`config.mk`:
```
export PLATFORM = sky130hd
export DESIGN_NAME = alu_operand_fetch_flat
export DESIGN_NICKNAME = d
export VERILOG_FILES = /design/src/rtl/alu_operand_fetch_if.sv /design/src/rtl/alu_operand_fetch.sv /design/src/flat_wrapper.sv
export SDC_FILE = /design/constraint.sdc
export NUM_CORES = 1
export LEC_CHECK = 0
export BUFFER_PORTS_ARGS = -buffer_cell sky130_fd_sc_hd__buf_2
export CORE_MARGIN = 1.5
export CORE_UTILIZATION = 24
export CTS_CLUSTER_DIAMETER = 60
export CTS_CLUSTER_SIZE = 10
export DETAILED_ROUTE_END_ITERATION = 6
export GPL_TIMING_DRIVEN = 0
export HOLD_SLACK_MARGIN = 0.02
export SETUP_SLACK_MARGIN = 0.05
export SLEW_MARGIN = 20
export SYNTH_ARGS = -nofsm -noshare
export SYNTH_HDL_FRONTEND = slang
export SYNTH_SLANG_ARGS = --single-unit
```
`constraint.sdc`:
```
create_clock -name clk -period 1.8 [get_ports clk]
set_input_delay 0.09 -clock clk [delete_from_list [all_inputs] [get_ports clk]]
set_output_delay 0.09 -clock clk [all_outputs]
set_load 0.05 [all_outputs]
```
`src/rtl/alu_operand_fetch_if.sv`:
```
// Purpose: operand-staging bus between the word producer and the operand mux.
// Latency: none; this file only groups wires.
// Backpressure: in_valid/in_ready on the word side, out_valid/out_ready on the pair side.
interface alu_operand_fetch_if #(
    parameter int WIDTH = 16,
    parameter int CNT_W = 8
);
    // Upstream word side
    logic             flush;
    logic             in_valid;
    logic             in_ready;
    logic [WIDTH-1:0] in_data;
    logic             in_sel;

    // Downstream pair side
    logic             out_valid;
    logic             out_ready;
    logic [WIDTH-1:0] op_a;
    logic [WIDTH-1:0] op_b;
    logic             select;
    logic [CNT_W-1:0] pair_cnt;

    // Producer/consumer view: drives words and accepts pairs
    modport master (
        output flush, in_valid, in_data, in_sel, out_ready,
        input  in_ready, out_valid, op_a, op_b, select, pair_cnt
    );

    // Staging stage view
    modport slave (
        input  flush, in_valid, in_data, in_sel, out_ready,
        output in_ready, out_valid, op_a, op_b, select, pair_cnt
    );
endinterface

```
`src/rtl/alu_operand_fetch.sv`:
```
// Purpose: collects operand A (with select) then operand B from one shared bus and presents them as a pair.
// Latency: out_valid rises one cycle after the B transfer edge; minimum 3 cycles per pair.
// Backpressure: in_ready drops while a pair is held; the pair stays stable until out_ready accepts it.
module alu_operand_fetch #(
    parameter int WIDTH = 16,
    parameter int CNT_W = 8
) (
    input  logic                clk,
    input  logic                rst_n,
    alu_operand_fetch_if.slave  bus
);

    typedef enum logic [1:0] {
        LOAD_A = 2'd0,
        LOAD_B = 2'd1,
        HOLD   = 2'd2
    } state_e;

    state_e             state_q, state_d;
    logic [WIDTH-1:0]   op_a_q,  op_a_d;
    logic [WIDTH-1:0]   op_b_q,  op_b_d;
    logic               sel_q,   sel_d;
    logic [CNT_W-1:0]   cnt_q,   cnt_d;

    // Handshake flags are pure state decodes so no input reaches an output combinationally.
    logic               in_ready_w;
    logic               out_valid_w;

    // Moore decode of the two handshake outputs
    always_comb begin
        in_ready_w  = 1'b0;
        out_valid_w = 1'b0;
        case (state_q)
            LOAD_A:  in_ready_w  = 1'b1;
            LOAD_B:  in_ready_w  = 1'b1;
            HOLD:    out_valid_w = 1'b1;
            default: in_ready_w  = 1'b0;
        endcase
    end

    // Next-state and datapath capture; flush outranks a word offered in the same cycle
    always_comb begin
        state_d = state_q;
        op_a_d  = op_a_q;
        op_b_d  = op_b_q;
        sel_d   = sel_q;
        cnt_d   = cnt_q;
        case (state_q)
            LOAD_A: begin
                // Nothing is partially loaded here, so flush only suppresses the transfer.
                if (bus.in_valid && !bus.flush) begin
                    op_a_d  = bus.in_data;
                    sel_d   = bus.in_sel;
                    state_d = LOAD_B;
                end
            end
            LOAD_B: begin
                // A stale op_a/select survive a flush but are never presented without a fresh A.
                if (bus.flush) begin
                    state_d = LOAD_A;
                end else if (bus.in_valid) begin
                    op_b_d  = bus.in_data;
                    state_d = HOLD;
                end
            end
            HOLD: begin
                // Flush is ignored so a completed pair is never dropped; exit takes a full cycle.
                if (bus.out_ready) begin
                    cnt_d   = cnt_q + CNT_W'(1);
                    state_d = LOAD_A;
                end
            end
            default: begin
                state_d = LOAD_A;
            end
        endcase
    end

    // State and datapath registers with synchronous active-low reset
    always_ff @(posedge clk) begin
        if (!rst_n) begin
            state_q <= LOAD_A;
            op_a_q  <= '0;
            op_b_q  <= '0;
            sel_q   <= 1'b0;
            cnt_q   <= '0;
        end else begin
            state_q <= state_d;
            op_a_q  <= op_a_d;
            op_b_q  <= op_b_d;
            sel_q   <= sel_d;
            cnt_q   <= cnt_d;
        end
    end

    assign bus.in_ready  = in_ready_w;
    assign bus.out_valid = out_valid_w;
    assign bus.op_a      = op_a_q;
    assign bus.op_b      = op_b_q;
    assign bus.select    = sel_q;
    assign bus.pair_cnt  = cnt_q;

endmodule

```
`src/flat_wrapper.sv`:
```
// flat-port wrapper written by rule: the top's interface ports become plain ports
module alu_operand_fetch_flat 
#(
    parameter int WIDTH = 16,
    parameter int CNT_W = 8
)
  (clk, rst_n, bus_flush, bus_in_valid, bus_in_data, bus_in_sel, bus_out_ready, bus_in_ready, bus_out_valid, bus_op_a, bus_op_b, bus_select, bus_pair_cnt);
  alu_operand_fetch_if #(.WIDTH(WIDTH), .CNT_W(CNT_W)) bus_i ();
  input  logic clk;
  input  logic rst_n;
  input wire logic [$bits(bus_i.flush)-1:0] bus_flush;
  input wire logic [$bits(bus_i.in_valid)-1:0] bus_in_valid;
  input wire logic [$bits(bus_i.in_data)-1:0] bus_in_data;
  input wire logic [$bits(bus_i.in_sel)-1:0] bus_in_sel;
  input wire logic [$bits(bus_i.out_ready)-1:0] bus_out_ready;
  output wire logic [$bits(bus_i.in_ready)-1:0] bus_in_ready;
  output wire logic [$bits(bus_i.out_valid)-1:0] bus_out_valid;
  output wire logic [$bits(bus_i.op_a)-1:0] bus_op_a;
  output wire logic [$bits(bus_i.op_b)-1:0] bus_op_b;
  output wire logic [$bits(bus_i.select)-1:0] bus_select;
  output wire logic [$bits(bus_i.pair_cnt)-1:0] bus_pair_cnt;
  assign bus_i.flush = bus_flush;
  assign bus_i.in_valid = bus_in_valid;
  assign bus_i.in_data = bus_in_data;
  assign bus_i.in_sel = bus_in_sel;
  assign bus_i.out_ready = bus_out_ready;
  assign bus_in_ready = bus_i.in_ready;
  assign bus_out_valid = bus_i.out_valid;
  assign bus_op_a = bus_i.op_a;
  assign bus_op_b = bus_i.op_b;
  assign bus_select = bus_i.select;
  assign bus_pair_cnt = bus_i.pair_cnt;
  alu_operand_fetch #(.WIDTH(WIDTH), .CNT_W(CNT_W)) u_core (.clk(clk), .rst_n(rst_n), .bus(bus_i));
endmodule
```
==> flow_summary.toml <==
[routing]
vias_per_cell = 4.39
drc = 0
routed_wl_mm = 4.42
drtAntennaViolNets = 0
dr.pass1.iters = 4
wire_per_inst_um = 12.5
drt_iter0_drc = 34
route.vias.total = 1549

[synth]
yosysUniqueCellTypes = 30
synth_nets = 222
synthMuxAreaShare = 0.0180
synth_edf_count = 0
synth_area_um2 = 1670
synth_simple_gate_area_frac = 0.262
yosysSeqAreaShare = 0.516
synthXorXnorAreaFrac = 0.0158
synth.avg_cell_area_um2 = 8.38
synth_compound_area_frac = 0.122
synthAdderAreaFrac = 0.00750
synth_top_family_by_area = "simple AND/OR/NAND/NOR gates"
netlist_instances = 199
dominantRegCellSynth = "dfxtp_1"
synth-warning-count = 0
ys_seq_elements = 43
synthArstFlopShare = 0

[floorplanning]
ioPinCount = 65
row_count = 30
dieArea_um2 = 7460
core-area_um2 = 6760
die_w_um = 86.4
die-height_um = 86.4
start_util = 0.247

[worst_setup_path]
critPathArrivalTime_ns = 1.77
crit_family = "buffers and inverters"
cp_slowest_cell = "clkbuf_1"
crit_fanout = 10
worst_setup_path_end_kind = "register"
cp_data_required_time_ns = 2.03
critPathLaunchType = "register"
critPathBufInv = 3
path_class = "register to register"
cp_cell_sequence = "buf_6 > nand4bb_1 > buf_2 > clkbuf_1 > nand2_1 > a21oi_1"
slowest_delay_ns = 0.44

[final_layout]
drive_gt1_frac = 0.315
multiInputGateArea_um2 = 708
regArea_um2 = 861
fillers = 735
final_cell_mix = "nand2_1 (69), buf_2 (67), dfxtp_1 (43)"
insertedDiodeCount = 0
areaGrowthSynthToFinish_pct = 32.3
mostFrequentLayoutCell = "nand2_1"
layout.nets = 295

[outcome]
status = "completed"

[sta]
final_max_slew_viol_count = 0
max_freq_mhz = 649
period_minus_slack_ns = 1.54
finalSetupViolations = 0
setup_slack_ns = 0.260
period_share = 0.855
rsz0062_at_grt = "false"
fin_worst_skew_ns = 0.00526
hold_violations = 0
slew_headroom = 0.638
tns_ns = 0
worst_pin_slew_ns = 0.543

[global_route]
grt_pass1_vias = 1457
grt_antenna_before_repair = 0
grt_max_degree = 14
grtUsageTotal = 0.122
overflow = 0
grt_pass1_wl_mm = 6.93

[clock_tree]
clkLatencyLatePin_ns = 0.30
cts_buffers = 5
cts_tree = "yes"
cts_resized = 0
h-tree-depth = 2
cts_sinks = 43
path_clk_slew_ns = 0.09
cts_hold_buf = 0
clk_path_buf_depth = 2
clockRootBuffer = "clkbuf_8"

[pwr]
power_leakage_uw = 0.000950
irDropWorstVdd_v = 0.000245
power_density_nw_per_um2 = 867

[place]
place.gp.congestion = 0.672
port_buffers = 64
preCtsSetupSlack_ns = 0.155
dpl.hpwl_mm = 3.23

[hold_path]
hp-class = "input pin to register"

[run]
drv_cap = 0
==> worst min-delay path, delay by kind of cell <==
kind,cells,cell delay (ns)
AOI/OAI and AO/OA,1,0.05
buffers and inverters,1,0.10
and+or+nand+nor,1,0.05
==> cells by family (layout without fill, tap and decap cells) <==
kind of cell,after synthesis,after routing
buf+inv,17,91
simple gates,92,92
mux,3,3
compound gates,40,40
fa+ha+maj,1,1
flops,43,43
xor+xnor,3,3
==> per-stage QoR <==
step                      power, uW  cells  hold slack (ns)   util  area, um2
after floorplan                1170    199            0.167      -       1670
after global placement         1250    343            0.341  0.309       2090
after detailed placement       1250    343            0.348  0.309       2090
after CTS                      1950    351           0.0248  0.324       2190
after global routing           2000    353           0.0342  0.327       2210
final                          1910    353           0.0344  0.327       2210
==> synthesized netlist by cell type (3+ instances only) <==
| cell | count | area share |
|---|---|---|
| nand2_1 | 69 | 0.16 |
| dfxtp_1 | 43 | 0.52 |
| a21oi_1 | 37 | 0.11 |
| clkbuf_1 | 5 | 0.011 |
| inv_1 | 4 | 0.0090 |
| buf_2 | 3 | 0.0090 |
| mux2i_1 | 3 | 0.018 |
| nand2b_1 | 3 | 0.011 |
| nor2_1 | 3 | 0.0068 |
| nor4_1 | 3 | 0.011 |
==> per-layer routing <==
metal  GRT usage  part of all wire
met1       0.140              0.45
met2       0.210              0.48
met3      0.0438             0.057
met4      0.0396            0.0091
met5           0                 0
==> layout make-up <==
| type | count | share of cell area |
|---|---|---|
| flip-flops and latches | 43 | 0.390 |
| multi-input cells | 139 | 0.321 |
| repair buffers | 66 | 0.152 |
| well taps | 80 | 0.0454 |
| clock buffers | 7 | 0.0437 |
| plain buffers | 13 | 0.0380 |
| inverters | 4 | 0.00680 |
| clock inverters | 1 | 0.00340 |
==> power breakdown <==
part / leakage [uW] / switching [uW] / internal [uW]
Clock: 0.0000505 / 336 / 349
Sequential: 0.000349 / 11.5 / 975
Combinational: 0.000551 / 169 / 72.8
==> sequential cells by signal (all words and copies together), names as in the netlist <==
signal               flops
u_core.bus.op_b         16
u_core.bus.pair_cnt      8
u_core.state_q           2
u_core.bus.op_a         16
u_core.bus.select        1
==> repair_timing <==
item	4_1_cts	5_1_grt
setup buffers	0	2
hold endpoints to repair	0	0
endpoints found under the setup margin	0	1
==> worst paths after layout <==
kind,cells after the start,from,endpoint,slack [ns]
worst max register to register,6,u_core.state_q[1],u_core.bus.op_b[14],0.26
worst min-delay path,3,bus_in_data[10],u_core.bus.op_a[10],0.03
worst max-delay path,6,u_core.state_q[1],u_core.bus.op_b[14],0.26
worst min register to register,2,u_core.bus.select,u_core.bus.select,0.45
Power figures use the tool's default switching activity.
